==> config.mk <==
export PLATFORM = sky130hd
export DESIGN_NAME = exec_sequencer_flat
export DESIGN_NICKNAME = d
export VERILOG_FILES = /design/src/rtl/exec_sequencer_pkg.sv /design/src/rtl/exec_sequencer_if.sv /design/src/rtl/exec_sequencer_alu_watchdog.sv /design/src/rtl/exec_sequencer.sv /design/src/flat_wrapper.sv
export SDC_FILE = /design/constraint.sdc
export NUM_CORES = 1
export LEC_CHECK = 0
export ABC_AREA = 1
export CAP_MARGIN = 20
export CORE_MARGIN = 5
export CORE_UTILIZATION = 50
export DETAILED_ROUTE_END_ITERATION = 16
export PLACE_DENSITY = 0.85
export SLEW_MARGIN = 20
export SYNTH_ARGS = -nofsm -noshare
export SYNTH_HDL_FRONTEND = slang
export SYNTH_HIERARCHICAL = 1
export SYNTH_SLANG_ARGS = --single-unit
==> constraint.sdc <==
create_clock -name clk -period 4.6 [get_ports clk]
set_input_delay 0.92 -clock clk [delete_from_list [all_inputs] [get_ports clk]]
set_output_delay 0.92 -clock clk [all_outputs]
set_load 0.02 [all_outputs]
==> src/rtl/exec_sequencer_pkg.sv <==
// Shared definitions for the 8-bit CPU execution path: ALU opcodes,
// sequencer states, the HALT encoding and instruction field slicing.
// Instruction format: {op[1:0], rA[2:0], rB[2:0]}.
package exec_sequencer_pkg;

    localparam int unsigned INSTR_W = 8;

    // rB value that turns an OP_ONE encoding into HALT
    localparam logic [2:0] HALT_RB = 3'b111;

    typedef enum logic [1:0] {
        OP_ONE = 2'b00,   // a + 1
        OP_ADD = 2'b01,   // a + b
        OP_SUB = 2'b10,   // a - b
        OP_AND = 2'b11    // a & b
    } op_e;

    typedef enum logic [2:0] {
        S_FETCH,
        S_RD_A,
        S_RD_B,
        S_ISSUE,
        S_EXEC_WAIT,
        S_WB,
        S_HALT
    } seq_state_e;

    function automatic op_e get_op(input logic [INSTR_W-1:0] instr);
        return op_e'(instr[7:6]);
    endfunction

    function automatic logic [2:0] get_ra(input logic [INSTR_W-1:0] instr);
        return instr[5:3];
    endfunction

    function automatic logic [2:0] get_rb(input logic [INSTR_W-1:0] instr);
        return instr[2:0];
    endfunction

endpackage

==> src/rtl/exec_sequencer_if.sv <==
// Bus bundle between the sequencer and its environment (instruction source,
// register file with one read port, ALU, status outputs).
//   master : sequencer side   slave : environment side
// Signals: instr_valid/instr/instr_ready, pc, rf_raddr/rf_rdata,
//          rf_we/rf_waddr/rf_wdata, alu_start/alu_op/alu_a/alu_b,
//          alu_done/alu_result, flag_zero, busy, halted, err.
interface exec_sequencer_if #(
    parameter int unsigned DATA_W = 8,
    parameter int unsigned PC_W   = 8
);
    logic              instr_valid;
    logic [7:0]        instr;
    logic              instr_ready;
    logic [PC_W-1:0]   pc;
    logic [2:0]        rf_raddr;
    logic [DATA_W-1:0] rf_rdata;
    logic              rf_we;
    logic [2:0]        rf_waddr;
    logic [DATA_W-1:0] rf_wdata;
    logic              alu_start;
    logic [1:0]        alu_op;
    logic [DATA_W-1:0] alu_a;
    logic [DATA_W-1:0] alu_b;
    logic              alu_done;
    logic [DATA_W-1:0] alu_result;
    logic              flag_zero;
    logic              busy;
    logic              halted;
    logic              err;

    modport master (
        input  instr_valid, instr, rf_rdata, alu_done, alu_result,
        output instr_ready, pc, rf_raddr, rf_we, rf_waddr, rf_wdata,
               alu_start, alu_op, alu_a, alu_b, flag_zero, busy, halted, err
    );

    modport slave (
        output instr_valid, instr, rf_rdata, alu_done, alu_result,
        input  instr_ready, pc, rf_raddr, rf_we, rf_waddr, rf_wdata,
               alu_start, alu_op, alu_a, alu_b, flag_zero, busy, halted, err
    );

endinterface

==> src/rtl/exec_sequencer_alu_watchdog.sv <==
// ALU watchdog: counter loaded to 1 on entry to EXEC_WAIT, incremented each
// waiting cycle; expire_o is high once the count exceeds ALU_TIMEOUT.
// Ports: clk, rst_n (async active-low), load_i, inc_i, expire_o.
module alu_watchdog
    import exec_sequencer_pkg::*;
#(
    parameter int unsigned ALU_TIMEOUT = 15
) (
    input  logic clk,
    input  logic rst_n,
    input  logic load_i,
    input  logic inc_i,
    output logic expire_o
);
    localparam int unsigned CNT_W = $clog2(ALU_TIMEOUT + 2);

    logic [CNT_W-1:0] cnt_q, cnt_d;

    assign expire_o = (cnt_q > CNT_W'(ALU_TIMEOUT));

    always_comb begin
        cnt_d = cnt_q;
        if (load_i) begin
            cnt_d = CNT_W'(1);
        end else if (inc_i && !expire_o) begin
            cnt_d = cnt_q + CNT_W'(1);
        end
    end

    always_ff @(posedge clk or negedge rst_n) begin
        if (!rst_n) begin
            cnt_q <= '0;
        end else begin
            cnt_q <= cnt_d;
        end
    end

endmodule

==> src/rtl/exec_sequencer.sv <==
// Multi-cycle fetch/decode/execute sequencer for the 8-bit CPU.
// FETCH -> RD_A -> RD_B -> ISSUE -> EXEC_WAIT -> WB -> FETCH; HALT is terminal.
// Ports: clk, rst_n (async active-low), bus (exec_sequencer_if.master),
//        step_req (only when SEQ_SINGLE_STEP_EN is defined: FETCH accepts one
//        instruction per rising edge of step_req; otherwise FETCH free-runs).
module exec_sequencer
    import exec_sequencer_pkg::*;
#(
    parameter int unsigned DATA_W      = 8,
    parameter int unsigned PC_W        = 8,
    parameter int unsigned ALU_TIMEOUT = 15
) (
    input  logic clk,
    input  logic rst_n,
`ifdef SEQ_SINGLE_STEP_EN
    input  logic step_req,
`endif
    exec_sequencer_if.master bus
);
    seq_state_e        state_q, state_d;
    logic [PC_W-1:0]   pc_q, pc_d;
    logic [7:0]        instr_q, instr_d;
    logic [DATA_W-1:0] a_q, a_d, b_q, b_d, result_q, result_d;
    logic              zero_q, zero_d, err_q, err_d;
    logic              fetch_en, accept;
    logic              wd_load, wd_inc, wd_expire;
    logic [DATA_W-1:0] issue_b;
    logic [2:0]        raddr;

`ifdef SEQ_SINGLE_STEP_EN
    // Rising edge of step_req arms one fetch; edges while armed are dropped.
    logic step_prev_q, armed_q, armed_d;

    always_comb begin
        armed_d = armed_q | (step_req & ~step_prev_q);
        if (accept) begin
            armed_d = 1'b0;
        end
    end

    always_ff @(posedge clk or negedge rst_n) begin
        if (!rst_n) begin
            step_prev_q <= 1'b0;
            armed_q     <= 1'b0;
        end else begin
            step_prev_q <= step_req;
            armed_q     <= armed_d;
        end
    end

    assign fetch_en = armed_q;
`else
    assign fetch_en = 1'b1;
`endif

    assign accept  = (state_q == S_FETCH) && fetch_en && bus.instr_valid;
    assign issue_b = (get_op(instr_q) == OP_ONE) ? DATA_W'(1) : bus.rf_rdata;

    alu_watchdog #(
        .ALU_TIMEOUT(ALU_TIMEOUT)
    ) u_watchdog (
        .clk      (clk),
        .rst_n    (rst_n),
        .load_i   (wd_load),
        .inc_i    (wd_inc),
        .expire_o (wd_expire)
    );

    always_comb begin
        state_d  = state_q;
        pc_d     = pc_q;
        instr_d  = instr_q;
        a_d      = a_q;
        b_d      = b_q;
        result_d = result_q;
        zero_d   = zero_q;
        err_d    = err_q;
        raddr    = '0;
        wd_load  = 1'b0;
        wd_inc   = 1'b0;
        case (state_q)
            S_FETCH: begin
                if (accept) begin
                    instr_d = bus.instr;
                    if (get_op(bus.instr) == OP_ONE && get_rb(bus.instr) == HALT_RB) begin
                        state_d = S_HALT;
                    end else begin
                        state_d = S_RD_A;
                    end
                end
            end
            S_RD_A: begin
                raddr   = get_ra(instr_q);
                state_d = S_RD_B;
            end
            S_RD_B: begin
                a_d     = bus.rf_rdata;
                raddr   = get_rb(instr_q);
                state_d = S_ISSUE;
            end
            S_ISSUE: begin
                b_d     = issue_b;
                wd_load = 1'b1;
                state_d = S_EXEC_WAIT;
            end
            S_EXEC_WAIT: begin
                wd_inc = 1'b1;
                // A late done in the expiring cycle still wins over the timeout.
                if (bus.alu_done) begin
                    result_d = bus.alu_result;
                    state_d  = S_WB;
                end else if (wd_expire) begin
                    err_d   = 1'b1;
                    state_d = S_HALT;
                end
            end
            S_WB: begin
                zero_d  = (result_q == '0);
                pc_d    = pc_q + PC_W'(1);
                state_d = S_FETCH;
            end
            S_HALT: begin
                state_d = S_HALT;
            end
            default: begin
                state_d = S_FETCH;
            end
        endcase
    end

    always_ff @(posedge clk or negedge rst_n) begin
        if (!rst_n) begin
            state_q  <= S_FETCH;
            pc_q     <= '0;
            instr_q  <= '0;
            a_q      <= '0;
            b_q      <= '0;
            result_q <= '0;
            zero_q   <= 1'b0;
            err_q    <= 1'b0;
        end else begin
            state_q  <= state_d;
            pc_q     <= pc_d;
            instr_q  <= instr_d;
            a_q      <= a_d;
            b_q      <= b_d;
            result_q <= result_d;
            zero_q   <= zero_d;
            err_q    <= err_d;
        end
    end

    // Strobes decode straight from state so reset drops them immediately.
    assign bus.instr_ready = (state_q == S_FETCH) && fetch_en;
    assign bus.pc          = pc_q;
    assign bus.rf_raddr    = raddr;
    assign bus.rf_we       = (state_q == S_WB);
    assign bus.rf_waddr    = get_ra(instr_q);
    assign bus.rf_wdata    = result_q;
    assign bus.alu_start   = (state_q == S_ISSUE);
    assign bus.alu_op      = get_op(instr_q);
    assign bus.alu_a       = a_q;
    // B is only registered at the end of ISSUE, so present it directly there.
    assign bus.alu_b       = (state_q == S_ISSUE) ? issue_b : b_q;
    assign bus.flag_zero   = zero_q;
    assign bus.busy        = (state_q != S_FETCH) && (state_q != S_HALT);
    assign bus.halted      = (state_q == S_HALT);
    assign bus.err         = err_q;

endmodule

==> src/flat_wrapper.sv <==
// flat-port wrapper written by rule: the top's interface ports become plain ports
module exec_sequencer_flat import exec_sequencer_pkg::*;
#(
    parameter int unsigned DATA_W      = 8,
    parameter int unsigned PC_W        = 8,
    parameter int unsigned ALU_TIMEOUT = 15
)
  (clk, rst_n, bus_instr_valid, bus_instr, bus_rf_rdata, bus_alu_done, bus_alu_result, bus_instr_ready, bus_pc, bus_rf_raddr, bus_rf_we, bus_rf_waddr, bus_rf_wdata, bus_alu_start, bus_alu_op, bus_alu_a, bus_alu_b, bus_flag_zero, bus_busy, bus_halted, bus_err);
  exec_sequencer_if #(.DATA_W(DATA_W), .PC_W(PC_W)) bus_i ();
  input  logic clk;
  input  logic rst_n;
  input wire logic [$bits(bus_i.instr_valid)-1:0] bus_instr_valid;
  input wire logic [$bits(bus_i.instr)-1:0] bus_instr;
  input wire logic [$bits(bus_i.rf_rdata)-1:0] bus_rf_rdata;
  input wire logic [$bits(bus_i.alu_done)-1:0] bus_alu_done;
  input wire logic [$bits(bus_i.alu_result)-1:0] bus_alu_result;
  output wire logic [$bits(bus_i.instr_ready)-1:0] bus_instr_ready;
  output wire logic [$bits(bus_i.pc)-1:0] bus_pc;
  output wire logic [$bits(bus_i.rf_raddr)-1:0] bus_rf_raddr;
  output wire logic [$bits(bus_i.rf_we)-1:0] bus_rf_we;
  output wire logic [$bits(bus_i.rf_waddr)-1:0] bus_rf_waddr;
  output wire logic [$bits(bus_i.rf_wdata)-1:0] bus_rf_wdata;
  output wire logic [$bits(bus_i.alu_start)-1:0] bus_alu_start;
  output wire logic [$bits(bus_i.alu_op)-1:0] bus_alu_op;
  output wire logic [$bits(bus_i.alu_a)-1:0] bus_alu_a;
  output wire logic [$bits(bus_i.alu_b)-1:0] bus_alu_b;
  output wire logic [$bits(bus_i.flag_zero)-1:0] bus_flag_zero;
  output wire logic [$bits(bus_i.busy)-1:0] bus_busy;
  output wire logic [$bits(bus_i.halted)-1:0] bus_halted;
  output wire logic [$bits(bus_i.err)-1:0] bus_err;
  assign bus_i.instr_valid = bus_instr_valid;
  assign bus_i.instr = bus_instr;
  assign bus_i.rf_rdata = bus_rf_rdata;
  assign bus_i.alu_done = bus_alu_done;
  assign bus_i.alu_result = bus_alu_result;
  assign bus_instr_ready = bus_i.instr_ready;
  assign bus_pc = bus_i.pc;
  assign bus_rf_raddr = bus_i.rf_raddr;
  assign bus_rf_we = bus_i.rf_we;
  assign bus_rf_waddr = bus_i.rf_waddr;
  assign bus_rf_wdata = bus_i.rf_wdata;
  assign bus_alu_start = bus_i.alu_start;
  assign bus_alu_op = bus_i.alu_op;
  assign bus_alu_a = bus_i.alu_a;
  assign bus_alu_b = bus_i.alu_b;
  assign bus_flag_zero = bus_i.flag_zero;
  assign bus_busy = bus_i.busy;
  assign bus_halted = bus_i.halted;
  assign bus_err = bus_i.err;
  exec_sequencer #(.DATA_W(DATA_W), .PC_W(PC_W), .ALU_TIMEOUT(ALU_TIMEOUT)) u_core (.clk(clk), .rst_n(rst_n), .bus(bus_i));
endmodule
; Yosys cells after proc, flatten, opt, wreduce, memory -nomap -nowiden
; Cells that the tools add are included.
[totals]
reg_bits = 50
inputBits = 28
output_inout_bits = 47
wordCells = 50
[op_classes]
addsub = 2
magnitude_cmp = 1
eq_ne = 10
n_mux = 12
n_bitwise = 1
n_reduce_logical = 15
[ops]
columns = operator, count
row1 = 3-bit case mux with 6 select lines, 1
row2 = 8-bit 2-to-1 mux, 2
row3 = "3-bit == test, second input constant", 4
row4 = 3-bit 2-to-1 mux, 4
row5 = 5-bit 2-to-1 mux, 2
row6 = "8-bit by 1-bit adder with 8-bit output, second input constant", 1
row7 = 8-bit logical NOT, 1
row8 = "3-bit by 2-bit == test with 1-bit output, second input constant", 2
row9 = "3-bit != test, second input constant", 2
row10 = 3-bit case mux with 2 select lines, 1
row11 = 2-bit AND reduction, 3
row12 = "5-bit by 1-bit adder with 5-bit output, second input constant", 1
row13 = "5-bit by 4-bit greater-than comparator with 1-bit output, second input constant", 1
row14 = 1-bit logical AND, 4
row15 = 2-bit logical NOT, 2
row16 = "3-bit by 1-bit == test with 1-bit output, second input constant", 1
row17 = 3-bit logical NOT, 1
row18 = 3-bit AND reduction, 1
row19 = 3-bit nonzero test, 1
row20 = 1-bit 2-to-1 mux, 2
row21 = "2-bit by 1-bit != test with 1-bit output, second input constant", 1
row22 = 2-bit nonzero test, 1
row23 = 1-bit logical NOT, 1
row24 = 1-bit NOT, 1

; Logic depth before layout (Yosys ltp)
; Gate-level depths: netlist (run 1).
[logic_depth]
ltp_word = 5
ltp_mapped = 13
mapped_depth_nobuf = 13

; Cells and area by module
; Netlist (run 1), hierarchy kept.
[modules_own_cells]
columns = module, n_inst, cells_each, area_each_um2, seq_area_each_um2
row1 = exec_sequencer, 1, 249, 2123.3, 1126.1
row2 = alu_watchdog, 1, 40, 314.1, 125.1

; Worst setup path before layout (run 1)
; Ideal clock, no wire load.
[synth_timing]
kind = reg-to-output
from = reg u_core.state_q[2]
to = out bus_alu_b[0]
arrival_time_ps = 1362
t_required_ps = 3680
setup_slack_ps = 2318
path_stages_with_launch = 6
n_path_buf = 2
path_cell_list = dfrtp_1 -> buf_2 -> nor2_2 -> buf_6 -> nor2_1 -> a31oi_1
[synth_between]
elab_chain_cells = 2
[synth_lines]
columns = element, line_no
row1 = from (decl), exec_sequencer.sv:20  ; seq_state_e state_q, state_d;
row2 = from (signal assigned), exec_sequencer.sv:142  ; state_q <= state_d;
row3 = 3-bit by 2-bit == test with 1-bit output, -
row4 = via bus_alu_start, flat_wrapper.sv:23  ; output wire logic [$bits(bus_i.alu_start)-1:0] bus_alu_start;
row5 = 8-bit 2-to-1 mux, exec_sequencer.sv:164  ; assign bus.alu_b = (state_q == S_ISSUE) ? issue_b : b_q;
row6 = to (decl), flat_wrapper.sv:26  ; output wire logic [$bits(bus_i.alu_b)-1:0] bus_alu_b;
; The timed path passes the listed nets, and every way through them passes these cells.

; Final worst setup path (run 1)
[layout_timing]
from = reg u_core.state_q[0]
to = out bus_alu_b[0]
[layout_between]
elab_chain_cells = 2
[layout_lines]
columns = element, line_no
row1 = 3-bit by 2-bit == test with 1-bit output, exec_sequencer.sv:164
row2 = 8-bit 2-to-1 mux, exec_sequencer.sv:164
; Every way passes these cells.

==> metrics, run 1 <==
status=completed; layout cells sized above 1=7.54%; clk_skew=0.00891 ns; post-CTS setup repair buffer count=0; Unique masters post-synth=29; Synth Cell Area=0.00244 mm^2; RSZ-0062 raised after global routing=no; GR Overflow Total=0; Logic pwr share=50.4%; post-route ant nets=0; cells after synthesis=289; fin. max-slew vios=0; first drt pass iteration count=5; clock period minus worst slack=3.37 ns; CP Launch Type=flop; row count=25; Synth Area in Compound Gates=7.65%; PD cells=642 mW/mm^2; diodes inserted=0; Die W=79.8 um; initial antenna violation count=0; CTS tree=done; internal power=1.21 mW; worst-margin pin slew=0.618 ns; Leak=1.61 nW; Via density=5.12; Total GRT Usage=19.1%; CTS Hold Bufs=0; routability cong.=0.801; Reg clk slew, reported paths=0.09 ns; largest family of logic cells by synthesized area=simple AND/OR/NAND/NOR gates; Synth-to-Final Area Change=34.4%; endpoints failing setup=0; I/O pin count=75; root buffer cell=clkbuf_8; multiplexer area fraction after synthesis=0%; adder-cell share of the synthesized area=1.54%; nets=388; CTS sink count=50; H-tree lvl count=2; die area=0.00637 mm^2; VDD IR max=0.361 mV; WL/cell=13.4 um; min-delay worst type=flop to flop; area share of and/or/nand/nor cells after synthesis=28.2%; sequential share of the synthesized area=51.3%; Sw Ratio=42.4%; clk buf depth=2; Initial DRC Count=117; clock power share=13.9%; Fin Setup TNS=0 ns; worst skew pair latency=0.30 ns; Die H=79.8 um; largest net degree at the start of global routing=51; WL final=5.71 mm; Placed Cells incl. Taps=417; first-pass GRT wire length=9.53 mm; final hold violations=0; Worst slew margin=58.8%; Worst Path Arrival=2.45 ns; fraction of power consumed by sequential logic=35.6%; Peak Freq=297 MHz; CP Class=flop to primary output; CP required=3.68 ns; DRC viols=0; filler-free cell count of the finished design=425; fin crit share=73.2%; syn_nets=320; post-CTS sizing=0; Initial Utilization=51.6%; placeable core region=0.00472 mm^2; register-to-register setup slack=2.76 ns; switching power=890 uW; Fin Hold WS=0.482 ns; via count=2176; Synthesis Warnings=6; Synth Area per Inst=8.43 um^2; IO buf count=74; Seq cells post-synth=50; vias in the first global route=2044; TritonCTS Buffers=5; XOR/XNOR Fraction of Synth Area=1.44%; Crit. End Element=primary output; HPWL after detailed placement=4.15 mm; max_cap viols=0; Max FO, Critical Path=13
-- Yosys cell counts (all sizes together) --
cell / number / area (um^2)
nand3: 34 / 175
inv: 39 / 146
a31oi: 1 / 6.26
nor2: 24 / 110
a211o: 1 / 8.76
nand4: 10 / 62.6
nand2: 78 / 315
xor2: 3 / 26.3
clkbuf: 2 / 7.51
a21o: 1 / 7.51
a21oi: 5 / 36.3
nand3b: 1 / 7.51
dfrtp: 50 / 1250
ha: 3 / 37.5
o21ai: 24 / 128
buf: 11 / 86.3
xnor2: 1 / 8.76
nor3: 1 / 16.3
-- critical path, cell delays in order (launching register included) --
cell and delay (ns):
dfrtp_1 0.57, nand2_2 0.19, nor2_2 0.47, nor2_1 0.08
a31oi_1 0.19, clkdlybuf4s50_1 0.63
-- power by group through the flow --
stage	clock, mW	sequential, mW	combinational (mW)
after floorplan	0	0.815	0.569
after global routing	0.319	0.776	1.15
after detailed placement	0	0.755	1.07
after global placement	0	0.750	1.04
final	0.293	0.748	1.06
after CTS	0.299	0.749	1.07
-- state kept, by name, indices dropped and copies added (netlist names) --
register / count
u_core/u_watchdog/cnt_q: 5
u_core/instr_q: 8
u_core/b_q: 8
u_core/bus.rf_wdata: 8
u_core/bus.alu_a: 8
u_core/state_q: 3
u_core/bus.err: 1
u_core/bus.pc: 8
u_core/bus.flag_zero: 1
-- worst paths after layout --
path                                                   startpoint                         endpoint  cells after the start
hold / removal                    u_core/bus.alu_a[2]$_DFFE_PN0N_  u_core/bus.alu_a[2]$_DFFE_PN0N_                      2
min in group asynchronous                                   rst_n    u_core/instr_q[1]$_DFFE_PN0P_                      1
setup reg to reg           u_core/u_watchdog/cnt_q[0]$_DFFE_PN0P_    u_core/state_q[2]$_DFFE_PN0P_                     13
setup / recovery                    u_core/state_q[0]$_DFFE_PN0P_                     bus_alu_b[0]                      5
hold reg to reg                   u_core/bus.alu_a[2]$_DFFE_PN0N_  u_core/bus.alu_a[2]$_DFFE_PN0N_                      2
max in group asynchronous                                   rst_n          u_core/b_q[4]$_DFF_PN0_                      1
-- per-layer routing --
layer  vias up  global-route usage, %  wire length [um]  part of all wire, %
met1      1028                   23.5              2460                   43
li1       1059                      -                 -                    -
met5         -                      0                 0                    0
met2        79                   32.6              2790                   49
met4         0                   7.77               118                  2.1
met3        10                   3.72               350                  6.1
-- per-stage QoR --
stage / area [um^2] / power, mW / utilization (%) / worst slack [ns]
finish: 3280 / 2.10 / 69.4 / 1.23
CTS: 3270 / 2.12 / 69.3 / 1.21
detailed placement: 3160 / 1.82 / 67.0 / 1.43
floorplan: 2440 / 1.38 / - / 2.32
global placement: 3160 / 1.79 / 67.0 / 1.48
global route: 3280 / 2.25 / 69.4 / 1.01
-- placed cells by master, fill, tap and decap left out, types with 5 or more instances in the layout --
cell type / Yosys / layout
clkbuf_8: 0 / 8
nand2_1: 73 / 73
nand4_1: 10 / 10
inv_1: 37 / 37
clkdlybuf4s50_1: 0 / 73
nor2_1: 20 / 20
o21ai_1: 5 / 5
o21ai_0: 17 / 17
nand3_1: 33 / 33
dfrtp_1: 50 / 50
-- cell type report --
class	count	area, um^2
well taps	67	83.8
inverters	39	146
fillers	377	1450
flip-flops and latches	50	1250
multi-input cells	187	946
clock buffers	8	110
repair buffers	74	738
-- kinds of logic (layout without fill, tap and decap cells) --
kind of cell,Yosys count,in the layout
buffers and inverters,52,121
adder cells (fa/ha/maj),3,3
AND/OR/NAND/NOR,148,148
XOR/XNOR,4,4
AO/OA/AOI/OAI,32,32
flip-flops,50,50
Power figures use the tool's default switching activity.
==> run 2, diff against run 1 <==
- CORE_UTILIZATION: 50 -> 47
- PLACE_DENSITY: 0.85 -> 0.8
- clock period: 4.6 -> 3.2 ns (I/O delays scaled with it)
==> run 2 against run 1 <==
Register-to-register slack lost 1.3 ns; utilization shrank 4.4 points; flip-flop and latch count is the same; largest power group unchanged; total power grew 44%; critical endpoint unchanged; global-route usage shrank 1.3 points; largest cell class unchanged.
==> metrics, run 2 (same netlist as run 1, synthesis figures left out) <==
Synth-to-Final Area Change=35.3% (was 34.4%); Initial DRC Count=94 (was 117); placeable core region=0.00507 mm^2 (was 0.00472 mm^2); most frequent cells in the layout=clkdlybuf4s50_1 (73), nand2_1 (73), dfrtp_1 (50), inv_1 (37), nand3_1 (33) (unchanged); VDD IR max=0.484 mV (was 0.361 mV); GR Overflow Total=0 (unchanged); IO buf count=74 (unchanged); endpoints failing setup=0 (unchanged); Total GRT Usage=17.8% (was 19.1%); Peak Freq=347 MHz; DRC viols=0 (unchanged); Reg clk slew, reported paths=0.09 ns (about the same); CTS sink count=50 (unchanged); die area=0.00673 mm^2 (was 0.00637 mm^2); status=completed (unchanged); post-route ant nets=0 (unchanged); power after layout=3.03 mW (was 2.10 mW); global routing usage on met1=22.2% (was 23.5%); row count=26 (was 25); Top Usage Layer GRT=met2 (unchanged); via count=2068 (was 2176); Initial Utilization=48.0% (was 51.6%); first drt pass iteration count=4 (was 5); layout cells sized above 1=8.06% (was 7.54%); H-tree lvl count=2 (unchanged); Worst Path Arrival=2.24 ns (was 2.45 ns); GR met2 Demand/Resource=29.2% (was 32.6%); final hold violations=0 (unchanged); PD cells=918 mW/mm^2 (was 642 mW/mm^2); Via density=4.81 (was 5.12); root buffer cell=clkbuf_8 (unchanged); Max FO, Critical Path=13 (unchanged); I/O pin count=75 (unchanged); Die H=82.0 um (was 79.8 um); Critical Path Start=u_core/state_q[0]$_DFFE_PN0P_ (unchanged); Crit. End Element=primary output (unchanged); vias in the first global route=2070 (was 2044); initial antenna violation count=0 (unchanged); Die W=82.0 um (was 79.8 um); post-CTS setup repair buffer count=0 (unchanged); worst-margin pin slew=0.567 ns (was 0.618 ns); fin. max-slew vios=0 (unchanged); Critical R2R Launch=u_core/u_watchdog/cnt_q[0]$_DFFE_PN0P_ (unchanged); max_cap viols=0 (unchanged); CTS tree=done (unchanged); clock period minus worst slack=2.88 ns; RSZ-0062 raised after global routing=no (unchanged); largest net degree at the start of global routing=27 (was 51); min-delay worst type=primary input to async pin (was flop to flop); Leak=1.62 nW (was 1.61 nW); diodes inserted=0 (unchanged); CP required=2.56 ns (was 3.68 ns); WL/cell=12.6 um (was 13.4 um); WL final=5.43 mm (was 5.71 mm); fin crit share=90.2%; Fin Setup TNS=0 ns (unchanged); CP Launch Type=flop (unchanged); clk buf depth=2 (unchanged); routability cong.=0.805 (was 0.801); met3 global-route usage=3.73% (was 3.72%); Worst slew margin=62.2% (was 58.8%); worst skew pair latency=0.30 ns (about the same); CP Class=flop to primary output (unchanged); TritonCTS Buffers=5 (unchanged); first-pass GRT wire length=9.20 mm (was 9.53 mm); nets=390 (was 388); clk_skew=0.00411 ns (was 0.00891 ns); HPWL after detailed placement=4.09 mm (was 4.15 mm)
run 2: where the power goes:
part	internal (mW)	switching, mW	leakage [nW]
registers	0.870	0.203	0.633
logic	0.661	0.873	0.925
clock network	0.218	0.200	0.0575
total	1.75	1.28	1.62
run 2: cell type report:
cell class	instances	area, um^2
clock buffers	8	110
repair buffers	76	751
inverters	39	146
fillers	451	1780
well taps	70	87.6
multi-input cells	187	951
flip-flops and latches	50	1250
run 2: per-stage QoR:
stage                     instances  setup slack, ns  instance area (um^2)  hold slack (ns)  utilization, %
final                           430            0.315                  3300            0.322            65.0
after global routing            430            0.131                  3300            0.363            65.0
after CTS                       430            0.162                  3290            0.342            64.9
after detailed placement        422            0.495                  3180            0.457            62.7
after global placement          422            0.583                  3180            0.444            62.7
after floorplan                 289             1.20                  2440            0.344               -
run 2: what timing repair did:
item                       in CTS  in global routing
setup endpoints to repair       0                  1
hold buffers                    0                  0
gates resized for setup         0                  1
run 2: worst paths after layout:
check / slack (ns) / to / cells past startpoint
setup / recovery: 0.32 / bus_alu_b[0] / 5
min in group clk: 0.47 / u_core/bus.err$_DFFE_PN0P_ / 1
hold reg to reg: 0.47 / u_core/bus.err$_DFFE_PN0P_ / 1
setup reg to reg: 1.41 / u_core/state_q[2]$_DFFE_PN0P_ / 13
max in group asynchronous: 2.14 / u_core/bus.pc[2]$_DFFE_PN0P_ / 2
hold / removal: 0.32 / u_core/instr_q[7]$_DFFE_PN0P_ / 1
run 2: critical path, cell delays in order (launching register included):
cell and delay [ns]:
dfrtp_1 0.56, nand2_2 0.19, nor2_4 0.30, nor2_1 0.07
a31oi_1 0.18, clkdlybuf4s50_1 0.64
run 2: per-layer routing:
metal	vias to the layer above	share of wire [%]
met1	924	45
li1	1057	-
met4	0	2.4
met3	12	6.5
met5	-	0
met2	75	46
